==> config.mk <==
export PLATFORM = sky130hd
export DESIGN_NAME = ahb_mtx_arb_param
export DESIGN_NICKNAME = d
export VERILOG_FILES = /design/src/rtl/ahb_mtx_pkg.sv /design/src/rtl/ahb_mtx_prio_pick.sv /design/src/rtl/ahb_mtx_arb_param.sv
export SDC_FILE = /design/constraint.sdc
export NUM_CORES = 1
export LEC_CHECK = 0
export ABC_AREA = 0
export CORE_AREA = 4 4 41 43
export CTS_CLUSTER_DIAMETER = 150
export DETAILED_ROUTE_END_ITERATION = 16
export DIE_AREA = 0 0 45 47
export GPL_TIMING_DRIVEN = 0
export PLACE_DENSITY = 0.8
export SETUP_SLACK_MARGIN = 0.5
export SYNTH_ARGS = -nofsm -noshare
export SYNTH_HDL_FRONTEND = slang
export SYNTH_SLANG_ARGS = --single-unit
==> constraint.sdc <==
create_clock -name HCLK -period 2.3 [get_ports HCLK]
set_clock_uncertainty 0.15 [all_clocks]
set_input_delay 0.345 -clock HCLK [delete_from_list [all_inputs] [get_ports HCLK]]
set_output_delay 0.345 -clock HCLK [all_outputs]
set_load 0.01 [all_outputs]
==> src/rtl/ahb_mtx_pkg.sv <==
// Shared AHB bus-matrix definitions: transfer/burst encodings,
// arbitration modes and burst length decode.
package ahb_mtx_pkg;

    localparam logic [1:0] HTRANS_IDLE   = 2'b00;
    localparam logic [1:0] HTRANS_BUSY   = 2'b01;
    localparam logic [1:0] HTRANS_NONSEQ = 2'b10;
    localparam logic [1:0] HTRANS_SEQ    = 2'b11;

    localparam logic [2:0] HBURST_SINGLE = 3'b000;
    localparam logic [2:0] HBURST_INCR   = 3'b001;
    localparam logic [2:0] HBURST_WRAP4  = 3'b010;
    localparam logic [2:0] HBURST_INCR4  = 3'b011;
    localparam logic [2:0] HBURST_WRAP8  = 3'b100;
    localparam logic [2:0] HBURST_INCR8  = 3'b101;
    localparam logic [2:0] HBURST_WRAP16 = 3'b110;
    localparam logic [2:0] HBURST_INCR16 = 3'b111;

    localparam int ARB_FIXED = 0;
    localparam int ARB_RR    = 1;

    localparam int BEAT_W = 4;

    // Remaining beats after the NONSEQ beat; undefined-length bursts hold nothing.
    function automatic logic [BEAT_W-1:0] burst_beats(input logic [2:0] hburst);
        logic [BEAT_W-1:0] n;
        n = '0;
        case (hburst)
            HBURST_WRAP4,  HBURST_INCR4:  n = 4'd3;
            HBURST_WRAP8,  HBURST_INCR8:  n = 4'd7;
            HBURST_WRAP16, HBURST_INCR16: n = 4'd15;
            default:                      n = '0;
        endcase
        return n;
    endfunction

endpackage

==> src/rtl/ahb_mtx_prio_pick.sv <==
// Rotating priority encoder: first eligible index scanning upward
// from base, wrapping modulo N.
module ahb_mtx_prio_pick #(
    parameter int N  = 4,
    parameter int IW = (N > 1) ? $clog2(N) : 1
) (
    input  logic [N-1:0]  eligible,
    input  logic [IW-1:0] base,
    output logic [IW-1:0] grant,
    output logic          any
);

    always_comb begin
        int idx;
        grant = '0;
        any   = 1'b0;
        idx   = 0;
        for (int k = 0; k < N; k++) begin
            idx = int'(base) + k;
            if (idx >= N) idx = idx - N;
            if (!any && eligible[idx]) begin
                any   = 1'b1;
                grant = IW'(idx);
            end
        end
    end

endmodule

==> src/rtl/ahb_mtx_arb_param.sv <==
// AHB matrix output-stage arbiter: fixed or round-robin selection,
// grant held across locked sequences and fixed-length bursts.
module ahb_mtx_arb_param
    import ahb_mtx_pkg::*;
#(
    parameter int NUM_PORTS  = 4,
    parameter int PORT_W     = (NUM_PORTS > 1) ? $clog2(NUM_PORTS) : 1,
    parameter int ARB_MODE   = 0,
    parameter int BURST_HOLD = 1
) (
    input  logic                 HCLK,
    input  logic                 HRESETn,
    input  logic [NUM_PORTS-1:0] req_port,
    input  logic                 HREADYM,
    input  logic                 HSELM,
    input  logic [1:0]           HTRANSM,
    input  logic [2:0]           HBURSTM,
    input  logic                 HMASTLOCKM,
    output logic [PORT_W-1:0]    addr_in_port,
    output logic                 no_port
);

    localparam logic [PORT_W-1:0] LAST = PORT_W'(NUM_PORTS - 1);

    logic [BEAT_W-1:0]    beats_left;
    logic [BEAT_W-1:0]    beats_nxt;
    logic [PORT_W-1:0]    rr_ptr;
    logic [PORT_W-1:0]    base;
    logic [PORT_W-1:0]    pick;
    logic                 pick_any;
    logic [NUM_PORTS-1:0] eligible;
    logic                 burst_hold;
    logic [PORT_W-1:0]    port_nxt;
    logic                 no_port_nxt;
    logic                 rr_load;

    // The current owner stays eligible while it is mid-transfer.
    always_comb begin
        eligible = '0;
        for (int i = 0; i < NUM_PORTS; i++) begin
            eligible[i] = req_port[i] |
                          ((addr_in_port == PORT_W'(i)) && HSELM &&
                           (HTRANSM != HTRANS_IDLE));
        end
    end

    always_comb begin
        beats_nxt = beats_left;
        if (!HSELM) begin
            beats_nxt = '0;
        end else begin
            case (HTRANSM)
                HTRANS_NONSEQ: beats_nxt = burst_beats(HBURSTM);
                HTRANS_SEQ:
                    if (beats_left != '0) beats_nxt = beats_left - 1'b1;
                HTRANS_IDLE:   beats_nxt = '0;
                default:       beats_nxt = beats_left;
            endcase
        end
    end

    assign burst_hold = (BURST_HOLD != 0) && (beats_nxt != '0);

    always_comb begin
        base = '0;
        if (ARB_MODE == ARB_RR) begin
            base = (rr_ptr == LAST) ? '0 : rr_ptr + PORT_W'(1);
        end
    end

    ahb_mtx_prio_pick #(
        .N  (NUM_PORTS),
        .IW (PORT_W)
    ) u_pick (
        .eligible (eligible),
        .base     (base),
        .grant    (pick),
        .any      (pick_any)
    );

    always_comb begin
        port_nxt    = addr_in_port;
        no_port_nxt = 1'b0;
        rr_load     = 1'b0;
        if (HMASTLOCKM) begin
            port_nxt = addr_in_port;
        end else if (burst_hold) begin
            port_nxt = addr_in_port;
        end else if (pick_any) begin
            port_nxt = pick;
            rr_load  = 1'b1;
        end else if (HSELM) begin
            port_nxt = addr_in_port;
        end else begin
            no_port_nxt = 1'b1;
        end
    end

    always_ff @(posedge HCLK or negedge HRESETn) begin
        if (!HRESETn) begin
            addr_in_port <= '0;
            no_port      <= 1'b1;
            beats_left   <= '0;
            rr_ptr       <= LAST;
        end else if (HREADYM) begin
            addr_in_port <= port_nxt;
            no_port      <= no_port_nxt;
            beats_left   <= beats_nxt;
            if (rr_load) rr_ptr <= pick;
        end
    end

endmodule

# After elaboration in Yosys (flattened, before gate mapping)
# Index checks and enable logic that the tools add are counted.
[classes] n_addsub=1 multipliers=0 n_div=0 n_lt_le_gt_ge=0 eq_ne=11 shifts=0 muxes=15 bitwise_logic=6 reduce_logical=23
[ops] op="4-bit case mux with 3 select lines" n=2
[ops] op="3-bit equality test (second input constant)" n=4
[ops] op="1-bit logical AND" n=11
[ops] op="1-bit 2-to-1 mux" n=9
[ops] op="2-bit equality test (second input constant)" n=4
[ops] op="4-bit 2-to-1 mux" n=2
[ops] op="4-bit nonzero test" n=2
[ops] op="3-bit by 2-bit equality test with 1-bit output (second input constant)" n=2
[ops] op="2-bit OR reduction" n=3
[ops] op="2-bit logical NOT" n=2
[ops] op="2-bit 2-to-1 mux" n=2
[ops] op="1-bit bitwise OR" n=4
[ops] op="4-bit AND reduction" n=1
[ops] op="4-bit by 1-bit subtractor with 4-bit output (second input constant)" n=1
[ops] op="1-bit logical NOT" n=3
[ops] op="2-bit by 1-bit equality test with 1-bit output (second input constant)" n=1
[ops] op="1-bit inverter" n=2
[ops] op="2-bit nonzero test" n=1
[totals] regBits=7 latch_bits=0 ram_bits=0 mem_bits_ro=0 input_bits=14 output_inout_bits=3 word_cells=59 n_memories=0

# Longest topological paths before layout
[depth] word_depth=17 depth_mapped=8 depth_no_buf=8

# By module
# From an unflattened synthesis, not the netlist that was laid out.
[unflattened] cells_unflattened=85 area_unflattened_um2=688.2
[by_module_without_submodules] module="ahb_mtx_arb_param" instances=1 cells_each=70 area_per_inst_um2=610.6 seq_area_each_um2=176.4
[by_module_without_submodules] module="ahb_mtx_prio_pick" instances=1 cells_each=15 area_per_inst_um2=77.6 seq_area_each_um2=0.0

# Worst setup path before layout
# No wires, ideal clock.
[synth_path] path_kind="register to register" startpoint="reg beats_left[0]" endpoint="reg addr_in_port[0]" setup_time_ns=0.120 arrival_ns=1.701 t_required_ns=2.030 slack_ns=0.329 path_stages_with_launch=8 path_buffers=0 period_less_slack_ns=1.971 path_cell_list="dfrtp_1 inv_1 ha_1 or3b_1 a211oi_1 o31ai_1 and4_4 o211a_1"
[synth_between] elab_chain_len=7 word_cells_on_any_way=8 cone_classes="add/sub: 1; mux: 3; bitwise: 1; reduce/logical: 3"
[synth_lines] element="start: declaration" line_no="ahb_mtx_arb_param.sv:25" rtl="logic [BEAT_W-1:0] beats_left;"
[synth_lines] element="start signal: assignment" line_no="ahb_mtx_arb_param.sv:108" rtl="beats_left <= beats_nxt;"
[synth_lines] element="4-bit by 1-bit subtractor with 4-bit output / 4-bit nonzero test (equally long branches)" line_no="ahb_mtx_arb_param.sv:55" rtl="if (beats_left != '0) beats_nxt = beats_left - 1'b1;"
[synth_lines] element="4-bit 2-to-1 mux" line_no="ahb_mtx_arb_param.sv:55"
[synth_lines] element="4-bit case mux with 3 select lines *" line_no="ahb_mtx_arb_param.sv:52" rtl="case (HTRANSM)"
[synth_lines] element="4-bit 2-to-1 mux *" line_no="ahb_mtx_arb_param.sv:49" rtl="if (!HSELM) begin"
[synth_lines] element="4-bit nonzero test *" line_no="ahb_mtx_arb_param.sv:62" rtl="assign burst_hold = (BURST_HOLD != 0) && (beats_nxt != '0);"
[synth_lines] element="1-bit inverter (no line) *"
[synth_lines] element="4-bit AND reduction (no line) *"
[synth_lines] element="end signal: assignment" line_no="ahb_mtx_arb_param.sv:106" rtl="addr_in_port <= port_nxt;"
[synth_lines] element="end: declaration" line_no="ahb_mtx_arb_param.sv:19" rtl="output logic [PORT_W-1:0] addr_in_port,"
# Mark *: on every way between the ends. The rest lies on a longest branch, timed or not.
# A chain may end at the register's enable or synchronous reset.

# Worst setup path after layout
[layout_path] startpoint="reg beats_left[1]" endpoint="reg addr_in_port[0]"
# The elaborated chain is that of the path after synthesis.

==> results.txt <==
----------------------------------------------------
[Outcome]
  Run status ... complete, no violations

[Global routing]
  Via count of the first global-routing pass ... 579
  Initial antenna violation count ... 0
  Global-route wire length before repair ... 2550 microns
  Largest net degree at the start of global routing ... 11
  Sum of overflow across all layers after global routing ... 0
  Combined global-route utilization of all metal layers ... 16.8%

[Synth]
  Synthesized area ... 576 sq um
  Dominant cell by count in the synthesized netlist ... sky130_fd_sc_hd__inv_1
  Synthesized instance count ... 68
  Top FF cell, synth ... sky130_fd_sc_hd__dfrtp_1
  Register area share after synthesis ... 30.7%
  Synth warn ... 0
  Share of flip-flops with an asynchronous set or reset ... 100%
  Synth area leaders ... sky130_fd_sc_hd__dfrtp_1 (26%), sky130_fd_sc_hd__mux2i_1 (7.0%), sky130_fd_sc_hd__o211a_1 (5.2%), sky130_fd_sc_hd__dfstp_2 (4.6%), sky130_fd_sc_hd__inv_1 (4.6%)
  Synth area leader ... sky130_fd_sc_hd__dfrtp_1
  Count of different cell masters after synthesis ... 32
  Average cell area after synthesis ... 8.46 sq um
  Synth cell count leaders ... sky130_fd_sc_hd__inv_1 (7), sky130_fd_sc_hd__dfrtp_1 (6), sky130_fd_sc_hd__nand2_1 (6), sky130_fd_sc_hd__nor2_1 (6), sky130_fd_sc_hd__a21oi_1 (5)
  Number of nets produced by synthesis ... 83
  Count of flip-flops with a built-in enable after synthesis ... 0
  Number of synthesized register bits ... 7
  Area fraction of the dominant cell type after synthesis ... 26.1%

[Finish]
  Antenna diode count ... 0
  Number of nets in the final layout ... 108
  Cell area after layout ... 887 sq um
  Post-synthesis to final-layout area growth ... 54.1%
  Fraction of final layout cells with drive strength greater than 1 ... 35.9%
  Layout filler cell count ... 116

[Die]
  Initial Util ... 44.2%
  Die area ... 2120 sq um
  Horizontal die dimension ... 45 microns
  Vertical extent of the die ... 47 microns
  Cell Rows ... 13
  I/O pin total ... 17
  Core outline area ... 1300 sq um

[Routing]
  Detailed-route DRC error count ... 0
  Routed wire length per instance ... 15.7 microns
  Number of detailed-routing iterations run before antenna repair ... 4
  Vias post-DR ... 633
  Antenna-violating nets left ... 0
  Total wirelength of the detailed-routed design ... 1680 microns
  First DRT Iteration DRCs ... 9
  Via density per instance ... 5.92

[Power and ir drop]
  Largest vdd supply drop ... 412 uV
  Cell area power density ... 569 nW/um^2
  Pleak ... 0.000400 uW

[Job]
  Count of maximum capacitance violations ... 0

[Clock tree]
  Total clock buffers created by CTS ... 3
  Worst-Skew Late Latency ... 0.24 ns
  Clock slew at the register clock pins of the worst setup and hold paths ... 0.05 ns
  Number of buffers on the longest clock path ... 2
  H-Tree Level Count ... 1
  Master cell of the clock root buffer ... sky130_fd_sc_hd__clkbuf_4
  Total clock sinks ... 7
  Clock tree from TritonCTS ... yes
  Count of hold-fix buffers inserted at cts ... 0

[STA]
  Hold violation total from the final report ... 0
  Shortest clock period the worst path allows after layout ... 2.04 ns
  Final count of pins violating max slew ... 0
  Period utilization ... 88.9%
  Max Clock Freq ... 0.489 GHz
  Unrepaired setup endpoints after global routing ... true
  Least-Margin Pin Slew ... 0.398 ns
  Count of final setup violators ... 0
  Slack of the critical path ... 0.255 ns
  Slew headroom ... 73.4%

[Worst setup path]
  Path type of the worst setup path ... reg -> reg
  Worst-path maximum fanout ... 5
  Critical path data required time ... 2.27 ns
  Cell depth of the worst flop-to-flop path ... 7
  Nature of the critical path endpoint ... flip-flop
  Category of the worst setup path launch point ... flip-flop
  Crit path arrival time ... 2.02 ns

[Place]
  Routability Congestion ... 0.790
  Input/output buffers ... 13
  Detail Placement HPWL ... 1100 microns
  Pre-CTS setup slack ... -0.0553 ns
  Standard cell area after detailed placement ... 744 sq um

[Min path]
  Type of the worst min-delay path ... in -> async

----------------------------------------------------
## path summary, 6_finish.rpt
path	startpoint	end	slack [ns]
max	beats_left[1]$_DFFE_PN0P_	addr_in_port[0]$_DFFE_PN0P_	0.26
min	HRESETn	beats_left[2]$_DFFE_PN0P_	0.20
max reg2reg	beats_left[1]$_DFFE_PN0P_	addr_in_port[0]$_DFFE_PN0P_	0.26
min reg2reg	no_port$_DFFE_PN1P_	no_port$_DFFE_PN1P_	0.35
max in group asynchronous	HRESETn	no_port$_DFFE_PN1P_	1.53
min in group HCLK	HSELM	no_port$_DFFE_PN1P_	0.23
## kinds of logic (layout without fill, tap and decap cells)
logic type	Yosys count	count (layout)	synth area share, %
simple gates	25	25	25.9
buf+inv	10	34	7.39
flops	7	7	30.7
compound gates	21	21	27.0
fa+ha+maj	1	1	2.17
mux	4	4	6.96
## metal layers
| metal | part of all wire [%] | global-route usage, % | routed length, microns | up-vias |
|---|---|---|---|---|
| met5 | 0 | 0 | 0 | - |
| met4 | 1.7 | 7.60 | 29 | 0 |
| met3 | 4.5 | 3.83 | 75 | 4 |
| met2 | 47 | 26.3 | 790 | 22 |
| met1 | 47 | 22.0 | 788 | 301 |
| li1 | - | - | - | 306 |
## layout make-up
| class | count | area, sq um | area share (%) |
|---|---|---|---|
| multi-input combinational | 51 | 433 | 48.8 |
| timing repair buffer | 20 | 188 | 21.2 |
| sequential | 7 | 176 | 19.9 |
| clock buffer | 4 | 26.3 | 2.96 |
| inverter | 7 | 26.3 | 2.96 |
| buffer | 3 | 18.8 | 2.12 |
| tap | 15 | 18.8 | 2.12 |
## layout by cell type, fill, tap and decap left out, drive strengths merged
master | Yosys | routed
nor3 | 2 | 2
or2 | 1 | 1
o32ai | 1 | 1
o21ai | 1 | 1
o22a | 1 | 1
clkdlybuf4s50 | 0 | 11
and4 | 1 | 1
o211a | 3 | 3
inv | 7 | 7
nand2 | 6 | 6
nor2b | 2 | 2
nor4b | 2 | 2
o21a | 1 | 1
clkbuf | 1 | 5
o211ai | 1 | 1
buf | 2 | 9
dfrtp | 6 | 6
dfstp | 1 | 1
or3 | 1 | 1
nor2 | 6 | 6
or3b | 1 | 1
ha | 1 | 1
o22ai | 1 | 1
and4b | 1 | 1
dlymetal6s2s | 0 | 2
a211oi | 3 | 3
a31oi | 2 | 2
nor3b | 1 | 1
o31ai | 2 | 2
nand4 | 1 | 1
a21oi | 5 | 5
mux2i | 4 | 4
## state kept, by name, summed over array words and instances, names as in the netlist
register / cells
no_port: 1
beats_left: 4
addr_in_port: 2
## worst max-delay path: stages (launching register included)
cell and delay [ns]:
sky130_fd_sc_hd__dfrtp_1 0.38, sky130_fd_sc_hd__inv_2 0.10, sky130_fd_sc_hd__ha_4 0.16, sky130_fd_sc_hd__or3b_4 0.40, sky130_fd_sc_hd__a211oi_2 0.24, sky130_fd_sc_hd__o31ai_2 0.12
sky130_fd_sc_hd__and4_4 0.17, sky130_fd_sc_hd__o211a_1 0.21
## repair_timing
action,CTS,global route
resized for setup,6,10
setup endpoints to repair,4,8
buffers inserted,5,2
pin swaps,3,7
## where the power goes
part | leakage (uW) | switching (uW) | internal [uW]
Sequential | 0.0000864 | 30.6 | 143
Clock | 0.0000150 | 36.7 | 65.6
Combinational | 0.000299 | 101 | 127
Total | 0.000400 | 168 | 336
## through the flow
stage / util, % / setup TNS, ns / total power [uW] / hold WS (ns) / cells
floorplan: - / 0 / 272 / -0.101 / 68
global placement: 57.2 / -0.0124 / 341 / 0.321 / 96
detailed placement: 57.2 / -0.0553 / 345 / 0.327 / 96
CTS: 64.1 / 0 / 480 / 0.203 / 105
global route: 68.2 / 0 / 540 / 0.199 / 107
finish: 68.2 / 0 / 505 / 0.199 / 107
(Power assumes the default switching activity.)
